$ cat src/rtl/captura_jogada.sv
// Debounced single-button play capture with multi-press detection.
// Optional inactivity timeout is compiled in with macro CAPTURA_TIMEOUT_EN.
module captura_jogada #(
   parameter int DEBOUNCE_CICLOS = 1000,
   parameter int TIMEOUT_CICLOS  = 50000000
) (
   input  logic       clock,
   input  logic       reset,
   input  logic [3:0] botoes,
   input  logic       habilita,
   output logic [1:0] jogada,
   output logic       jogada_valida,
   output logic       erro_multiplo,
   output logic       timeout,
   output logic       ocupado
);

   localparam int DEB_W = (DEBOUNCE_CICLOS > 1) ? $clog2(DEBOUNCE_CICLOS) : 1;
   localparam logic [DEB_W-1:0] DEB_FIM = DEB_W'(DEBOUNCE_CICLOS - 1);

   localparam logic [1:0] ESPERA      = 2'd0;
   localparam logic [1:0] FILTRO      = 2'd1;
   localparam logic [1:0] PRESSIONADO = 2'd2;
   localparam logic [1:0] SOLTURA     = 2'd3;

   logic [3:0]       sync_a, sync_b;
   logic [1:0]       estado, prox_estado;
   logic [DEB_W-1:0] cnt_deb, prox_cnt_deb;
   logic [1:0]       indice, prox_indice;
   logic [1:0]       codigo;
   logic [3:0]       padrao;
   logic             um_bit, algum_bit, varios_bits;
   logic             aceita, multiplo;

   assign um_bit      = $onehot(sync_b);
   assign algum_bit   = |sync_b;
   assign varios_bits = algum_bit && !um_bit;
   assign padrao      = 4'b0001 << indice;

   always_comb begin
      codigo = 2'd0;
      case (sync_b)
         4'b0001: codigo = 2'd0;
         4'b0010: codigo = 2'd1;
         4'b0100: codigo = 2'd2;
         4'b1000: codigo = 2'd3;
         default: codigo = 2'd0;
      endcase
   end

   // The debounce counter is shared: it filters the press in FILTRO and the release in SOLTURA.
   always_comb begin
      prox_estado  = estado;
      prox_cnt_deb = cnt_deb;
      prox_indice  = indice;
      aceita       = 1'b0;
      multiplo     = 1'b0;
      case (estado)
         ESPERA: begin
            if (habilita) begin
               if (um_bit) begin
                  prox_estado  = FILTRO;
                  prox_indice  = codigo;
                  prox_cnt_deb = '0;
               end else if (varios_bits) begin
                  prox_estado = PRESSIONADO;
                  multiplo    = 1'b1;
               end
            end
         end
         FILTRO: begin
            if (!habilita || (sync_b != padrao)) begin
               prox_estado = ESPERA;
            end else if (cnt_deb == DEB_FIM) begin
               prox_estado = PRESSIONADO;
               aceita      = 1'b1;
            end else begin
               prox_cnt_deb = cnt_deb + 1'b1;
            end
         end
         PRESSIONADO: begin
            if (!algum_bit) begin
               prox_estado  = SOLTURA;
               prox_cnt_deb = '0;
            end
         end
         SOLTURA: begin
            if (algum_bit) begin
               prox_cnt_deb = '0;
            end else if (cnt_deb == DEB_FIM) begin
               prox_estado = ESPERA;
            end else begin
               prox_cnt_deb = cnt_deb + 1'b1;
            end
         end
         default: prox_estado = ESPERA;
      endcase
   end

   always_ff @(posedge clock or negedge reset) begin
      if (!reset) begin
         sync_a        <= '0;
         sync_b        <= '0;
         estado        <= ESPERA;
         cnt_deb       <= '0;
         indice        <= '0;
         jogada        <= '0;
         jogada_valida <= 1'b0;
         erro_multiplo <= 1'b0;
         ocupado       <= 1'b0;
      end else begin
         sync_a        <= botoes;
         sync_b        <= sync_a;
         estado        <= prox_estado;
         cnt_deb       <= prox_cnt_deb;
         indice        <= prox_indice;
         jogada_valida <= aceita;
         erro_multiplo <= multiplo;
         ocupado       <= (prox_estado != ESPERA);
         if (aceita) begin
            jogada <= indice;
         end
      end
   end

`ifdef CAPTURA_TIMEOUT_EN
   localparam int TMO_W = (TIMEOUT_CICLOS > 1) ? $clog2(TIMEOUT_CICLOS) : 1;
   localparam logic [TMO_W-1:0] TMO_FIM = TMO_W'(TIMEOUT_CICLOS - 1);

   logic [TMO_W-1:0] cnt_tmo;

   always_ff @(posedge clock or negedge reset) begin
      if (!reset) begin
         cnt_tmo <= '0;
         timeout <= 1'b0;
      end else if (!habilita || aceita || multiplo) begin
         cnt_tmo <= '0;
         timeout <= 1'b0;
      end else if (cnt_tmo == TMO_FIM) begin
         cnt_tmo <= '0;
         timeout <= 1'b1;
      end else begin
         cnt_tmo <= cnt_tmo + 1'b1;
         timeout <= 1'b0;
      end
   end
`else
   assign timeout = 1'b0;
`endif

endmodule

$ cat config.mk
export PLATFORM = sky130hd
export DESIGN_NAME = captura_jogada
export DESIGN_NICKNAME = d
export VERILOG_FILES = /design/src/rtl/captura_jogada.sv
export SDC_FILE = /design/constraint.sdc
export NUM_CORES = 1
export LEC_CHECK = 0
export BUFFER_PORTS_ARGS = -buffer_cell sky130_fd_sc_hd__buf_2
export CORE_UTILIZATION = 35
export DETAILED_ROUTE_END_ITERATION = 10
export PLACE_DENSITY = 0.52
export SETUP_SLACK_MARGIN = 0.4
export SLEW_MARGIN = 10
export SYNTH_ARGS = -nofsm -noshare
export SYNTH_HDL_FRONTEND = slang
export SYNTH_SLANG_ARGS = --single-unit
export TNS_END_PERCENT = 30
$ cat constraint.sdc
create_clock -name clock -period 3 [get_ports clock]
set_clock_uncertainty 0.15 [all_clocks]
set_input_delay 0.3 -clock clock [delete_from_list [all_inputs] [get_ports clock]]
set_output_delay 0.3 -clock clock [all_outputs]
set_load 0.05 [all_outputs]
==> impl_metrics.tcl, run 1 <==
set metrics [dict create \
    outcome "finished with violations" \
    failed_checks "setup timing" \
    tightest_slew_ns 0.588 \
    clkTransAtPathRegs_ns 0.09 \
    core_sq_mm 0.00374 \
    synth_top_area_frac 0.483 \
    cts_tree "done" \
    met3WireLength_um 80 \
    fin_tns_setup_ns -0.0707 \
    wl_per_cell_um 14.1 \
    ant_nets 0 \
    maxCapViolCount 0 \
    layout_common_cells "27 x dfrtp_1, 13 x nand2_1, 11 x buf_2, 11 x buf_4, 9 x a21oi_1" \
    ys_types 44 \
    clockBufferDepth 2 \
    setup_viol 4 \
    path_max_fanout 7 \
    yosysSeqAreaShare 0.483 \
    syn_area_sq_mm 0.00140 \
    die_x_um 65.2 \
    power_leakage_nw 0.770 \
    synth_edf_count 0 \
    post-route-drc-count 0 \
    numCtsBuffers 3 \
    utilization 0.465 \
    die_y_um 65.2 \
    grtUsageTotal 0.167 \
    grt_pass1_vias 1135 \
    cts_root_buffer "clkbuf_8" \
    cp.arrival_ns 3.10 \
    syn_inst 138 \
    drtIter0Drc 86 \
    synth_area_per_cell_sq_um 10.1 \
    grt_max_degree 28 \
    setup_ws_ns -0.0468 \
    portBuffers 11 \
    hold_viol 0 \
    viasPerCell 5.21 \
    hold_path_class "reg -> reg" \
    antenna_found_initial 0 \
    fillers 366 \
    grt_pass1_wl_um 5390 \
    die_area_sq_mm 0.00425 \
    multi_input_area_sq_um 739 \
    start_util 0.374 \
    num_rows 22 \
    finalCritPeriodShare 1.02 \
    dp_slack_ns -0.214 \
    routabilityCongestion 0.784 \
    crit_type "reg -> reg" \
    synth.ff_latch_count 27 \
    ios 13 \
    max-slew-margin-rel 0.605 \
    antenna_cells 0 \
    area_growth_pct 24.3 \
    hpwl_um 2090 \
    vdd_drop_max_v 0.000292 \
    clk_latency_ns 0.27 \
    crit_path_start_kind "flop" \
    yosys-top-cells-area "dfrtp_1 48%, ha_1 4.5%, o21ai_0 4.3%, a21oi_1 3.6%, nand2_1 3.5%" \
    cpMaxStageDelayCell "fa_1" \
    period_minus_slack_ns 3.05 \
    worst_setup_path_end_kind "flop" \
    totalPowerFinal_mw 0.873 \
    p_per_area_mw_per_mm2 502 \
    first_pass_iters 4 \
    synthArstFlopShare 1.00 \
    wl_met2_um 1400 \
    synth_fp_nets 151 \
    crit_chain "inv_2, fa_1, inv_2, ha_4, ha_4, or3b_4, or3_4, o211a_4, or4_1, a21oi_2" \
    layout-drive-gt1-share 0.293 \
    overflow 0 \
    cp.buffers_inverters 2 \
    htreeDepth 1 \
    yosysTopAreaCell "dfrtp_1" \
    critical-path-max-stage-delay_ns 0.54 \
    route.layer.met1.wl_um 1460 \
    ff_latch_area_sq_um 676 \
    rsz0062_at_grt "true" \
    synthFlopType "dfrtp_1" \
    holdWs_ns 0.206 \
    final_common_cell "dfrtp_1" \
    cp.required_ns 3.06 \
    fin_nets 178 \
    synth_warnings 0 \
    dr_total_vias 1105 \
    slew_viol_final 0 \
    routed_wl_um 3000 \
    fmax_mhz 328 \
    cts.sinks 27 \
    highest_layer "met4" \
    critPathTopFamily "simple AND/OR/NAND/NOR gates" \
]
[repair_timing]
item                                   CTS  global route
pin swaps                                8             1
hold buffers                             5             0
endpoints found under the hold margin   31             0
gates resized for setup                  5            12
cloned                                   1             0
setup endpoints to repair               14            16
buffers inserted                         1             0
[worst reg2reg max path: stages, from the launching register on]
cell and delay (ns):
dfrtp_1 0.38, inv_2 0.05, fa_1 0.54, inv_2 0.05, ha_4 0.15, ha_4 0.22, or3b_4 0.37, or3_4 0.36
o211a_4 0.18, or4_1 0.42, a21oi_2 0.12
[synth_stat cells (2+ instances only)]
cell      number
dfrtp_1       27
nand2_1       13
o21ai_0       12
a21oi_1       10
inv_1          8
nor2_1         7
ha_1           5
nand3_1        4
nor3_1         4
or3_1          4
o31ai_1        3
buf_2          2
buf_6          2
mux2_2         2
nand3b_1       2
nor4bb_1       2
o41ai_1        2
or4_1          2
xor2_1         2
[layer usage]
| metal | track usage | vias up |
|---|---|---|
| met4 | 0.0543 | 0 |
| met5 | 0 | - |
| li1 | - | 550 |
| met2 | 0.265 | 20 |
| met1 | 0.228 | 528 |
| met3 | 0.0295 | 7 |
[registers in the layout (all words and copies together) (netlist names)]
name           cells
cnt_deb           10
sync_a             4
sync_b             4
estado             2
indice             2
jogada             2
erro_multiplo      1
jogada_valida      1
ocupado            1
[stage by stage]
| stage | instances | area (sq um) |
|---|---|---|
| after detailed placement | 201 | 1550 |
| after CTS | 212 | 1700 |
| after global routing | 212 | 1740 |
| after global placement | 201 | 1550 |
| final | 212 | 1740 |
| after floorplan | 138 | 1410 |
[worst paths after layout]
check | from | to | slack (ns) | cells after the start
worst max-delay path | sync_b[0] | cnt_deb[7] | -0.05 | 10
worst min-delay path | sync_a[2] | sync_b[2] | 0.21 | 0
max in group asynchronous | reset | sync_b[1] | 1.90 | 2
worst max register to register | sync_b[0] | cnt_deb[7] | -0.05 | 10
min in group asynchronous | reset | erro_multiplo | 0.40 | 2
worst min register to register | sync_a[2] | sync_b[2] | 0.21 | 0
[layout make-up]
class,count,share of cell area
tap,48,0.0345
clock inverter,1,0.00288
multi-input combinational,98,0.425
clock buffer,3,0.0237
inverter,8,0.0173
timing repair buffer,27,0.108
sequential,27,0.388
[cell families after synthesis]
family	after synthesis	synth area share
AO/OA/AOI/OAI	34	0.157
XOR/XNOR	2	0.0125
adder cells (fa/ha/maj)	6	0.0590
buffers and inverters	14	0.0537
flip-flops	27	0.483
multiplexers	3	0.0233
other	1	0.00268
AND/OR/NAND/NOR	51	0.209
[report_power, final]
part | internal, mW | switching (mW) | leakage, nW | total, mW
combinational | 0.117 | 0.126 | 0.403 | 0.243
clock | 0.0931 | 0.116 | 0.0255 | 0.209
sequential | 0.388 | 0.0329 | 0.342 | 0.421
Note: power is estimated with default switching activity, not from simulation.
==> inputs of run 2 (changes only) <==
Settings changed: SETUP_SLACK_MARGIN 0.4 to unset, SLEW_MARGIN 10 to unset.
==> run 2 against run 1 <==
The run still ends with setup timing left. Sequential share of layout area rose by 0.11 points. Clock power barely moved. Combinational power about the same. Fmax about the same. Power is 0.28% lower. Highest routed layer unchanged.
==> impl_metrics.tcl, run 2 (synthesis results as in run 1) <==
set metrics [dict create \
    hold_viol 0 \
    ios 13 \
    die_area_sq_mm 0.00425 \
    antenna_found_initial 0 \
    cp.required_ns 3.06 \
    num_rows 22 \
    fin_tns_setup_ns -0.0682 \
    max-slew-margin-rel 0.487 \
    post-route-drc-count 0 \
    hpwl_um 2090 \
    dpl_cell_area_sq_mm 0.00155 \
    fmax_mhz 328 \
    largest_reg_flops 10 \
    setup_ws_ns -0.0462 \
    cts.sinks 27 \
    clk_latency_ns 0.27 \
    dr_total_vias 1105 \
    fillers 367 \
    final_common_cell "dfrtp_1" \
    grt_pass1_wl_um 5380 \
    cts_root_buffer "clkbuf_8" \
    finalCritPeriodShare 1.02 \
    grt_pass1_vias 1126 \
    hold_path_class "reg -> reg" \
    tightest_slew_ns 0.759 \
    area_growth_pct 24.0 \
    layout-drive-gt1-share 0.287 \
    grt_max_degree 28 \
    die_y_um 65.2 \
    routabilityCongestion 0.784 \
    fin_nets 178 \
    slew_viol_final 0 \
    viasPerCell 5.21 \
    start_util 0.374 \
    path_max_fanout 7 \
    worst_setup_path_end_kind "flop" \
    clkTransAtPathRegs_ns 0.09 \
    routed_wl_um 3000 \
    maxCapViolCount 0 \
    cp.arrival_ns 3.10 \
    htreeDepth 1 \
    design_area_sq_mm 0.00173 \
    biggestRegsByFlops "cnt_deb (10), sync_a (4), sync_b (4)" \
    failed_checks "setup timing" \
    setup_viol 4 \
    largest_register "cnt_deb" \
    numCtsBuffers 3 \
    core_sq_mm 0.00374 \
    layout_common_cells "27 x dfrtp_1, 13 x nand2_1, 11 x buf_2, 11 x buf_4, 9 x a21oi_1" \
    clockBufferDepth 2 \
    antenna_cells 0 \
    crit_path_start_kind "flop" \
    cts_tree "done" \
    power_leakage_nw 0.768 \
    first_pass_iters 4 \
    drtIter0Drc 78 \
    ant_nets 0 \
    totalPowerFinal_mw 0.870 \
    overflow 0 \
    portBuffers 11 \
    utilization 0.463 \
    outcome "finished with violations" \
    grtUsageTotal 0.166 \
    wl_per_cell_um 14.1 \
    period_minus_slack_ns 3.05 \
    p_per_area_mw_per_mm2 502 \
    die_x_um 65.2 \
    rsz0062_at_grt "true" \
    crit_type "reg -> reg" \
    vdd_drop_max_v 0.000292 \
]
[run 2: critical path: stages, from the launching register on]
cell and delay [ns]:
dfrtp_1 0.38, inv_2 0.05, fa_1 0.54, inv_2 0.04, ha_4 0.15, ha_4 0.22, or3b_4 0.37, or3_4 0.36
o211a_4 0.18, or4_1 0.42, a21oi_2 0.12
[run 2: area by class of cell]
| type | instances | area, sq um | area share |
|---|---|---|---|
| clock buffer | 3 | 41.3 | 0.0238 |
| clock inverter | 1 | 5.00 | 0.00289 |
| inverter | 8 | 30.0 | 0.0173 |
| multi-input combinational | 98 | 734 | 0.424 |
| sequential | 27 | 676 | 0.390 |
| tap | 48 | 60.1 | 0.0346 |
| timing repair buffer | 27 | 188 | 0.108 |
[run 2: timing repair]
action,CTS,global route
setup buffers,1,0
endpoints found under the setup margin,10,10
pin swaps,8,1
cloned,1,0
resized for setup,4,11
hold endpoints to repair,31,0
hold buffers,5,0
[run 2: per-stage QoR]
step | setup slack [ns] | hold WS (ns) | std cells
floorplan | -0.145 | -0.146 | 138
global placement | -0.106 | 0.183 | 201
detailed placement | -0.214 | 0.185 | 201
CTS | -0.0798 | 0.208 | 212
global route | -0.140 | 0.221 | 212
finish | -0.0462 | 0.206 | 212
[run 2: layer usage]
| metal | global-route usage | wire length [um] | vias to the layer above |
|---|---|---|---|
| met3 | 0.0295 | 80 | 7 |
| met2 | 0.264 | 1390 | 20 |
| met1 | 0.228 | 1470 | 529 |
| met4 | 0.0543 | 50 | 0 |
| met5 | 0 | 0 | - |
| li1 | - | - | 549 |
[run 2: report_power, final]
group	internal, mW	leakage [nW]	switching, mW	total, mW
clock network	0.0931	0.0255	0.116	0.209
logic	0.116	0.401	0.125	0.241
registers	0.388	0.342	0.0324	0.420
total	0.597	0.768	0.273	0.870
[run 2: worst paths after layout]
path / from / to / slack [ns] / cells after the start
setup / recovery: sync_b[0] / cnt_deb[7] / -0.05 / 10
hold / removal: sync_a[2] / sync_b[2] / 0.21 / 0
setup reg to reg: sync_b[0] / cnt_deb[7] / -0.05 / 10
hold reg to reg: sync_a[2] / sync_b[2] / 0.21 / 0
max in group asynchronous: reset / sync_b[1] / 1.90 / 2
min in group asynchronous: reset / erro_multiplo / 0.40 / 2
==> inputs of run 3 (changes only) <==
==> constraint.sdc (replaced) <==
create_clock -name clock -period 3 [get_ports clock]
set_clock_uncertainty 0.15 [all_clocks]
set_input_delay 0 -clock clock [delete_from_list [all_inputs] [get_ports clock]]
set_output_delay 0 -clock clock [all_outputs]
set_load 0.05 [all_outputs]
==> run 3 against run 2 <==
The flow still finishes with violations (setup timing). Power hardly changed. Setup slack hardly changed. Clock-buffer cell count stayed put. Largest power group unchanged. Highest routed layer unchanged.
==> impl_metrics.tcl, run 3 (synthesis results as in run 1) <==
set metrics [dict create \
    outcome "finished with violations" \
    failed_checks "setup timing" \
    post-route-drc-count 0 \
    cts_root_buffer "clkbuf_8" \
    start_util 0.374 \
    slew_viol_final 0 \
    hpwl_um 2090 \
    routed_wl_um 3000 \
    antenna_cells 0 \
    totalPowerFinal_mw 0.870 \
    cts.sinks 27 \
    grtUsageTotal 0.167 \
    htreeDepth 1 \
    hold_path_class "in -> async" \
    numCtsBuffers 3 \
    finalCritPeriodShare 1.02 \
    clkTransAtPathRegs_ns 0.09 \
    p_per_area_mw_per_mm2 499 \
    tightest_slew_ns 0.759 \
    crit_path_start_kind "flop" \
    cp.required_ns 3.06 \
    die_y_um 65.2 \
    vdd_drop_max_v 0.000291 \
    rr_endpoint "cnt_deb[7]" \
    hold_viol 0 \
    cts_tree "done" \
    dp.cells 201 \
    grt_pass1_wl_um 5390 \
    fmax_mhz 328 \
    setup_ws_ns -0.0463 \
    die_x_um 65.2 \
    timing.rr.start "sync_b[0]" \
    grt_max_degree 28 \
    rsz0062_at_grt "true" \
    maxCapViolCount 0 \
    path_max_fanout 7 \
    finalNonFillerCells 213 \
    ios 13 \
    worst_setup_path_end_kind "flop" \
    dr_total_vias 1107 \
    fin_nets 179 \
    area_growth_pct 24.7 \
    antenna_found_initial 0 \
    wl_per_cell_um 14.1 \
    die_area_sq_mm 0.00425 \
    period_minus_slack_ns 3.05 \
    first_pass_iters 4 \
    reg2reg_slack_ns -0.05 \
    largest_register "cnt_deb" \
    biggestRegsByFlops "cnt_deb (10), sync_a (4), sync_b (4)" \
    final_common_cell "dfrtp_1" \
    portBuffers 11 \
    num_rows 22 \
    ant_nets 0 \
    layout-drive-gt1-share 0.285 \
    crit_path_start "sync_b[0]" \
    cp.arrival_ns 3.10 \
    r2r.worst_path.cells 10 \
    crit_type "reg -> reg" \
    setup_viol 4 \
    clk_latency_ns 0.27 \
    overflow 0 \
    routabilityCongestion 0.784 \
    clockBufferDepth 2 \
    fin_tns_setup_ns -0.0698 \
    dp_slack_ns -0.214 \
    largest_reg_flops 10 \
    max-slew-margin-rel 0.488 \
    core_sq_mm 0.00374 \
    power_leakage_nw 0.772 \
    viasPerCell 5.20 \
    drtIter0Drc 62 \
    layout_common_cells "27 x dfrtp_1, 13 x nand2_1, 11 x buf_2, 11 x buf_4, 9 x a21oi_1" \
    grt_pass1_vias 1136 \
]
[run 3: cell count changes in the layout (fill, tap and decap cells not counted), sizes merged]
cell / previous run / this run
dlygate4sd3: 5 / 6
[run 3: worst max path at each step]
stage / to / cells past startpoint
detailed placement: cnt_deb[3] / 10
floorplan: cnt_deb[7] / 12
global route: cnt_deb[7] / 10
CTS: cnt_deb[7] / 10
finish: cnt_deb[7] / 10
global placement: cnt_deb[8] / 10
[run 3: cell type report]
cell class,count,area (sq um)
Fill cell,367,2000
Multi-Input combinational cell,98,734
Sequential cell,27,676
Timing Repair Buffer,28,198
Tap cell,48,60.1
Clock buffer,3,41.3
Inverter,8,30.0
Clock inverter,1,5.00
[run 3: layer usage]
metal  global-route usage  wire [um]  up-vias
met5                    0          0        -
met4               0.0598         50        0
met3               0.0313         80        7
met2                0.262       1390       20
met1                0.228       1480      528
li1                     -          -      552
[run 3: what timing repair did]
action | in CTS | in global routing
buffers inserted | 1 | 0
cloned | 1 | 0
pin swaps | 8 | 1
setup endpoints to repair | 10 | 10
hold buffers | 6 | 0
endpoints found under the hold margin | 32 | 0
gates resized for setup | 4 | 11
[run 3: metrics by stage]
stage               utilization  hold slack (ns)  instance area (sq um)
detailed placement        0.414          -0.0911                   1550
global placement          0.414           -0.113                   1550
global route              0.466            0.172                   1740
finish                    0.466            0.104                   1740
CTS                       0.456            0.142                   1710
floorplan                     -           -0.446                   1410
[run 3: report_power, final]
| group | internal, mW | leakage [nW] | switching (mW) |
|---|---|---|---|
| clock | 0.0931 | 0.0255 | 0.115 |
| combinational | 0.117 | 0.405 | 0.125 |
| sequential | 0.388 | 0.342 | 0.0323 |
[run 3: worst max-delay path, stage by stage (launching register included)]
cell and delay (ns):
dfrtp_1 0.38, inv_2 0.05, fa_1 0.54, inv_2 0.04
ha_4 0.15, ha_4 0.22, or3b_4 0.37, or3_4 0.36
o211a_4 0.18, or4_1 0.42, a21oi_2 0.12
